--- config.mk ---
export PLATFORM = sky130hd
export DESIGN_NAME = seq_detect_param
export DESIGN_NICKNAME = d
export VERILOG_FILES = /design/src/rtl/seq_detect_pkg.sv /design/src/rtl/seq_detect_param_hist_shift.sv /design/src/rtl/seq_detect_param.sv
export SDC_FILE = /design/constraint.sdc
export NUM_CORES = 1
export LEC_CHECK = 0
export BUFFER_PORTS_ARGS = -buffer_cell sky130_fd_sc_hd__buf_2
export CORE_ASPECT_RATIO = 0.6
export CORE_MARGIN = 10
export CORE_UTILIZATION = 25
export CTS_CLUSTER_SIZE = 14
export DETAILED_ROUTE_END_ITERATION = 12
export GPL_ROUTABILITY_DRIVEN = 0
export GPL_TIMING_DRIVEN = 0
export PLACE_DENSITY_LB_ADDON = 0.3
export SLEW_MARGIN = 20
export SYNTH_ARGS = -nofsm -noshare
export SYNTH_HDL_FRONTEND = slang
export SYNTH_SLANG_ARGS = --single-unit
export TNS_END_PERCENT = 5
--- constraint.sdc ---
create_clock -name clk -period 1.55 [get_ports clk]
set_input_delay 0.155 -clock clk [delete_from_list [all_inputs] [get_ports clk]]
set_output_delay 0.155 -clock clk [all_outputs]
set_load 0.01 [all_outputs]
--- src/rtl/seq_detect_pkg.sv ---
// seq_detect_pkg
// Shared constants and types for the parametrised serial pattern detector.
//   PAT_DEFAULT : pattern loaded at reset when the instantiator does not override it
//   N_MIN/N_MAX : legal range of the pattern length N
//   mode_e      : detection mode decoded from the overlap input
package seq_detect_pkg;

  localparam int unsigned N_MIN       = 2;
  localparam int unsigned N_MAX       = 32;
  localparam logic [3:0]  PAT_DEFAULT = 4'b1001;

  typedef enum logic {
    NON_OVERLAP = 1'b0,
    OVERLAP     = 1'b1
  } mode_e;

endpackage

--- src/rtl/seq_detect_param_hist_shift.sv ---
// seq_hist_shift
// N-bit history shift register plus a count of how many history bits are valid.
// Ports:
//   i_clk           : clock, rising edge
//   i_reset         : synchronous active-high reset (history and fill cleared)
//   i_shift         : shift i_din into the LSB of the history
//   i_clear         : zero the fill count (wins over i_shift for the count only)
//   i_din           : serial bit
//   o_hist          : current history, most recent bit in the LSB
//   o_full          : all N history bits are valid
//   o_full_on_shift : history will be full once the current shift lands
module seq_hist_shift #(
  parameter int unsigned N = 4
) (
  input  logic         i_clk,
  input  logic         i_reset,
  input  logic         i_shift,
  input  logic         i_clear,
  input  logic         i_din,
  output logic [N-1:0] o_hist,
  output logic         o_full,
  output logic         o_full_on_shift
);

  localparam int unsigned FILL_W = $clog2(N + 1);

  logic [N-1:0]      r_hist;
  logic [FILL_W-1:0] r_fill;
  logic              w_full;

  assign w_full = (r_fill == FILL_W'(N));

  always_ff @(posedge i_clk) begin
    if (i_reset) begin
      r_hist <= '0;
      r_fill <= '0;
    end else begin
      if (i_shift) begin
        r_hist <= {r_hist[N-2:0], i_din};
      end
      // A clear on the same edge as a shift still shifts the bit in; only the
      // validity count restarts.
      if (i_clear) begin
        r_fill <= '0;
      end else if (i_shift && !w_full) begin
        r_fill <= r_fill + FILL_W'(1);
      end
    end
  end

  assign o_hist          = r_hist;
  assign o_full          = w_full;
  assign o_full_on_shift = w_full | (r_fill == FILL_W'(N - 1));

endmodule

--- src/rtl/seq_detect_param.sv ---
// seq_detect_param
// Serial bit-pattern detector: compares the last N accepted bits of din with a
// run-time loadable pattern and emits a registered one-cycle match pulse.
// Optional feature macro: SEQ_DETECT_CNT_EN builds the saturating match
// counter; without it match_cnt is tied to zero (ports are identical).
// Parameters:
//   N       : pattern length, N_MIN..N_MAX (2..32)
//   PAT_RST : pattern value after reset
//   CNT_W   : match counter width
// Ports:
//   clk       : clock, rising edge
//   reset     : synchronous active-high reset
//   din       : serial data bit
//   din_valid : din accepted on this edge
//   overlap   : 1 = overlapping detection, 0 = non-overlapping
//   pat_load  : load pat_in into the pattern register (overrides din_valid)
//   pat_in    : new pattern, first-received bit in the MSB
//   d_out     : registered match pulse
//   match_cnt : saturating match count
module seq_detect_param
  import seq_detect_pkg::*;
#(
  parameter int unsigned   N       = 4,
  parameter logic [N-1:0]  PAT_RST = N'(PAT_DEFAULT),
  parameter int unsigned   CNT_W   = 8
) (
  input  logic             clk,
  input  logic             reset,
  input  logic             din,
  input  logic             din_valid,
  input  logic             overlap,
  input  logic             pat_load,
  input  logic [N-1:0]     pat_in,
  output logic             d_out,
  output logic [CNT_W-1:0] match_cnt
);

  mode_e        w_mode;
  logic         w_accept;
  logic         w_clear;
  logic         w_match;
  logic [N-1:0] w_hist;
  logic [N-1:0] w_hist_n;
  logic         w_full;
  logic         w_full_on_shift;

  logic [N-1:0] r_pat;
  logic         r_d_out;

  assign w_mode   = mode_e'(overlap);
  assign w_accept = din_valid & ~pat_load;
  assign w_hist_n = {w_hist[N-2:0], din};

  // Match is judged on the history as it will be after this bit lands, so the
  // pulse can be registered on the same edge that accepts the bit.
  assign w_match  = w_accept & w_full_on_shift & (w_hist_n == r_pat);

  // Non-overlap mode restarts the fill count after a match; a pattern load
  // discards any partial history.
  assign w_clear  = pat_load | (w_match & (w_mode == NON_OVERLAP));

  seq_hist_shift #(
    .N (N)
  ) u_hist (
    .i_clk           (clk),
    .i_reset         (reset),
    .i_shift         (w_accept),
    .i_clear         (w_clear),
    .i_din           (din),
    .o_hist          (w_hist),
    .o_full          (w_full),
    .o_full_on_shift (w_full_on_shift)
  );

  always_ff @(posedge clk) begin
    if (reset) begin
      r_pat <= PAT_RST;
    end else if (pat_load) begin
      r_pat <= pat_in;
    end
  end

  always_ff @(posedge clk) begin
    if (reset) begin
      r_d_out <= 1'b0;
    end else begin
      r_d_out <= w_match;
    end
  end

  assign d_out = r_d_out;

`ifdef SEQ_DETECT_CNT_EN
  logic [CNT_W-1:0] r_cnt;

  always_ff @(posedge clk) begin
    if (reset) begin
      r_cnt <= '0;
    end else if (w_match && (r_cnt != '1)) begin
      r_cnt <= r_cnt + CNT_W'(1);
    end
  end

  assign match_cnt = r_cnt;
`else
  assign match_cnt = '0;
`endif

endmodule

---- Word level (Yosys, flattened, before mapping) ----
Cells that the tools add are included.
cells by class
  bitwise operators ....................... 8
  reduce and logical (&&, ||, !) cells .... 3
  $add $sub $neg .......................... 1
  eq/ne operators ......................... 3
operators by type and width
  operator                                       number
  AND 1 bit                                      4
  == test 4 bit                                  1
  adder 3 x 1 -> 3 bit, second input constant    1
  == test 3 x 2 -> 1 bit, second input constant  1
  == test 3 bit, second input constant           1
  NOT 1 bit                                      2
  bitwise OR 1 bit                               2
  OR reduction 2 bit                             1
  logical AND 1 bit                              1
  zero test 1 bit                                1
storage, ports and cells
  output and inout port bits .............. 9
  register bits after elaboration ......... 11
  input port bits ......................... 10
  logic and storage cells ................. 19

---- Logic depth before layout (Yosys ltp) ----
  depth after elaboration ................. 7
  mapped depth ............................ 6
  mapped depth without buffers ............ 6

---- Modules after synthesis ----
Synthesis repeated with hierarchy kept, for this count alone.
unflattened totals
  cell total of the unflattened synthesis .. 66
  area, all modules ....................... 674.4 sq um
modules (own cells, without submodules)
  module            instances  area an instance (sq um)  sequential area each (sq um)  cells an instance
  seq_hist_shift    1          367.9                     140.1                         33
  seq_detect_param  1          306.5                     100.1                         33

---- Least setup slack after synthesis ----
No wires, ideal clock.
  kind .................................... register -> register
  start ................................... register u_hist.r_hist[1], in the netlist u_hist.o_hist[1]
  end ..................................... register u_hist.r_fill[0]
  cell stages (with the launch flop) ...... 5
  path slack .............................. 0.309 ns
  setup time .............................. 0.126 ns
  arrival ................................. 1.115 ns
  buffers on the path ..................... 0
  period minus slack after synthesis ...... 1.241 ns
  cell sequence ........................... dfxtp_1 > xnor2_1 > nand4_4 > o41ai_4 > nor2_1
on the way
  word-level cells in the longest chain between the ends .. 5
RTL lines
  what                          RTL line                           RTL
  from (decl)                   seq_detect_param_hist_shift.sv:27  logic [N-1:0] r_hist;
  from (signal assigned)        seq_detect_param_hist_shift.sv:39  r_hist <= {r_hist[N-2:0], i_din};
  == test 4 bit                 seq_detect_param.sv:56             assign w_match = w_accept & w_full_on_shift & (w_hist_n == r_pat);
  AND 1 bit                     seq_detect_param.sv:56
  AND 1 bit                     seq_detect_param.sv:60             assign w_clear = pat_load | (w_match & (w_mode == NON_OVERLAP));
  bitwise OR 1 bit              seq_detect_param.sv:60
  OR reduction 2 bit (no line)  n/a
  to (signal assigned)          seq_detect_param_hist_shift.sv:46  r_fill <= r_fill + FILL_W'(1);
  to (decl)                     seq_detect_param_hist_shift.sv:28  logic [FILL_W-1:0] r_fill;
Every way passes these cells.
A chain may end at the register's enable or synchronous reset.

---- Final worst setup path ----
Same ends and word-level chain as after synthesis.

==> key figures <==
Run status
  • Status: complete, no violations

Route
  • Via-per-instance ratio: between 3 and 4
  • Post-DRT Antenna Nets: 0
  • 1st-pass router iterations: 4
  • Average wire per standard cell: 10.1 um
  • Via count: 429
  • Post-Route WL: around 1.1 mm
  • First-iteration detailed-routing DRC count: 31
  • Post-route DRC: 0

Yosys
  • Post-synthesis async set-or-reset flop share: 0%
  • Number of synthesized register bits: 11
  • YS warnings: 0
  • Number of synthesized flops with an enable pin: 0
  • Sequential element share of the synthesized area: 34.8%
  • Ys flop type: dfxtp_1
  • Yosys top cell area share: 34.8%
  • Area leader, netlist: dfxtp_1
  • Cells after synthesis: 61
  • Syn avg cell area: roughly 10 um2
  • Post-synthesis cell area: roughly 630 um2
  • Top cells by area in the synthesized netlist: dfxtp_1 (35%), mux2i_1 (9.5%), buf_4 (9.5%)
  • Yosys cell types: 23

Global routing
  • Largest net degree at the start of global routing: 10
  • Initial antenna violation count: 0
  • GRT overflow: 0
  • Vias in the first global route: 464
  • First-pass GRT wire length: between 2 and 2.5 mm
  • All-Layer GR Usage: 5.01%

Worst setup path
  • CP Cell Sequence: xnor2_1 -> nand4_4 -> o41ai_4 -> nor2_1
  • CP Buf/Inv Count: 0
  • Critical Path Slowest Stage Cell: o41ai_4
  • Worst Setup Start Kind: register
  • Max FO, Critical Path: 3
  • CP max stage delay: 0.40 ns
  • Critical path's top delay family: compound AO/OA/AOI/OAI gates
  • CP Class: register to register
  • Critical path arrival: roughly 1.5 ns
  • Critical path capture point type: register
  • Critical path required time: approximately 1.7 ns

Timing
  • Final period util: a little under nine tenths
  • Fin. Hold Viols: 0
  • Setup tns final: 0 ns
  • Layout Skew: approximately 0.0032 ns
  • Max Clock Freq: about 750 MHz
  • Final hold slack: 0.125 ns
  • Final worst setup slack: between 0.2 and 0.25 ns
  • Final Slew Violations: 0
  • Min Clock Period, post-route: 1.33 ns
  • RSZ-0062 raised after global routing: no
  • Final setup vio count: 0

Finish
  • Final std cell area, no fill: 785 um2
  • Layout cells sized above 1: a little over a third
  • Antenna diodes: 0
  • Area Overhead vs Synth: 23.9%
  • Nets: 93
  • Fill cells: 257

Floorplanning
  • Die Y: between 50 and 60 um
  • Die area: 5010 um2
  • Die width: about 85 um
  • Num ports: 19
  • Initial Util: 25.8%
  • Core area: 2450 um2
  • Row count: 14

Placed design
  • Dpl ws: 0.212 ns
  • Port-buffer cells: 8
  • Placed Area: between 700 and 800 um2
  • Dpl hpwl: 923 um

CTS
  • H-tree Lvls: 1
  • Clock Tree Root: clkbuf_8
  • Hold-fix buffers, CTS: 0
  • Total CTS buffers: 3
  • Post_cts resized: 0
  • CTS tree: built
  • CTS sink count: 11
  • Worst-skew pair later-pin latency: 0.24 ns
  • Clock Tree Buf Depth: 2
  • Clk slew on worst S/H paths: 0.05 ns
  • # Post-CTS Setup Buffers: 0

Power
  • PwrDens: 871 nW/um2
  • Leakage: 0.362 nW
  • Worst VDD drop: around 0.00022 V

Job
  • MaxCap Viol Count: 0

Hold path
  • Hold crit path type: primary input to register
-- routing by layer --
metal / vias up / track usage [%] / part of all wire, %
met5: - / 0 / 0
met4: 0 / 4.21 / 3.9
met3: 5 / 1.37 / 5.0
met2: 14 / 7.77 / 42
met1: 186 / 5.71 / 49
li1: 224 / - / -
-- synth_stat cells, types with 2 or more instances --
library cell / n
dfxtp_1: 11
buf_4: 8
nor2_1: 7
mux2i_1: 6
nand2_1: 3
a211o_2: 2
a21oi_1: 2
and2b_1: 2
buf_6: 2
ha_1: 2
inv_1: 2
xnor2_1: 2
xnor2_2: 2
-- cell type report --
| cell class | instances | area (um2) | area share [%] |
|---|---|---|---|
| multi-input cells | 44 | 345 | 44.0 |
| flip-flops and latches | 11 | 220 | 28.1 |
| plain buffers | 11 | 86.3 | 11.0 |
| clock buffers | 4 | 45.0 | 5.74 |
| repair buffers | 8 | 40.0 | 5.10 |
| well taps | 32 | 40.0 | 5.10 |
| inverters | 2 | 7.51 | 0.957 |
-- power breakdown --
| part | internal [mW] | switching (mW) |
|---|---|---|
| Combinational | 0.0531 | 0.0476 |
| Clock | 0.180 | 0.102 |
| Sequential | 0.293 | 0.00740 |
| Total | 0.527 | 0.157 |
-- stage by stage --
| step | cells | total power [mW] | utilization, % |
|---|---|---|---|
| 3_3_place_gp | 108 | 0.406 | 30.2 |
| 5_1_grt | 112 | 0.722 | 32.0 |
| 2_1_floorplan | 68 | 0.387 | - |
| 6_report | 112 | 0.683 | 32.0 |
| 4_1_cts | 112 | 0.696 | 32.0 |
| 3_5_place_dp | 108 | 0.407 | 30.2 |
-- cells by family after synthesis --
family          Yosys count  share of synthesized area, %
other cells               1                         0.592
buf+inv                  13                          14.8
mux                       6                          9.49
simple gates             18                          18.0
compound gates            5                          9.09
xor+xnor                  5                          9.29
flops                    11                          34.8
fa+ha+maj                 2                          3.95
-- path summary, 6_finish.rpt --
check,end,startpoint,slack [ns],depth (start not counted)
worst max register to register,u_hist.r_fill[0],u_hist.o_hist[1],0.22,4
worst min-delay path,r_pat[0],pat_in[0],0.12,2
worst min register to register,u_hist.r_fill[1],u_hist.r_fill[1],0.48,2
worst max-delay path,u_hist.r_fill[0],u_hist.o_hist[1],0.22,4
-- sequential cells by signal (all words and copies together), names as in the netlist --
register and count:
r_pat 4, u_hist.r_fill 3, d_out 1, u_hist.o_hist 3
-- layout by cell type (no fill, tap or decap), types with 2 or more instances in the layout --
cell / Yosys / routed
mux2i_1: 6 / 6
buf_2: 0 / 8
nor2_1: 7 / 7
buf_6: 2 / 2
dfxtp_1: 11 / 11
and2b_1: 2 / 2
clkbuf_1: 1 / 2
xnor2_2: 2 / 2
a211o_2: 2 / 2
conb_1: 1 / 8
clkbuf_8: 0 / 3
xnor2_1: 2 / 2
a21oi_1: 2 / 2
ha_1: 2 / 2
nand2_1: 3 / 3
inv_1: 2 / 2
buf_4: 8 / 8
(Power assumes the default switching activity.)
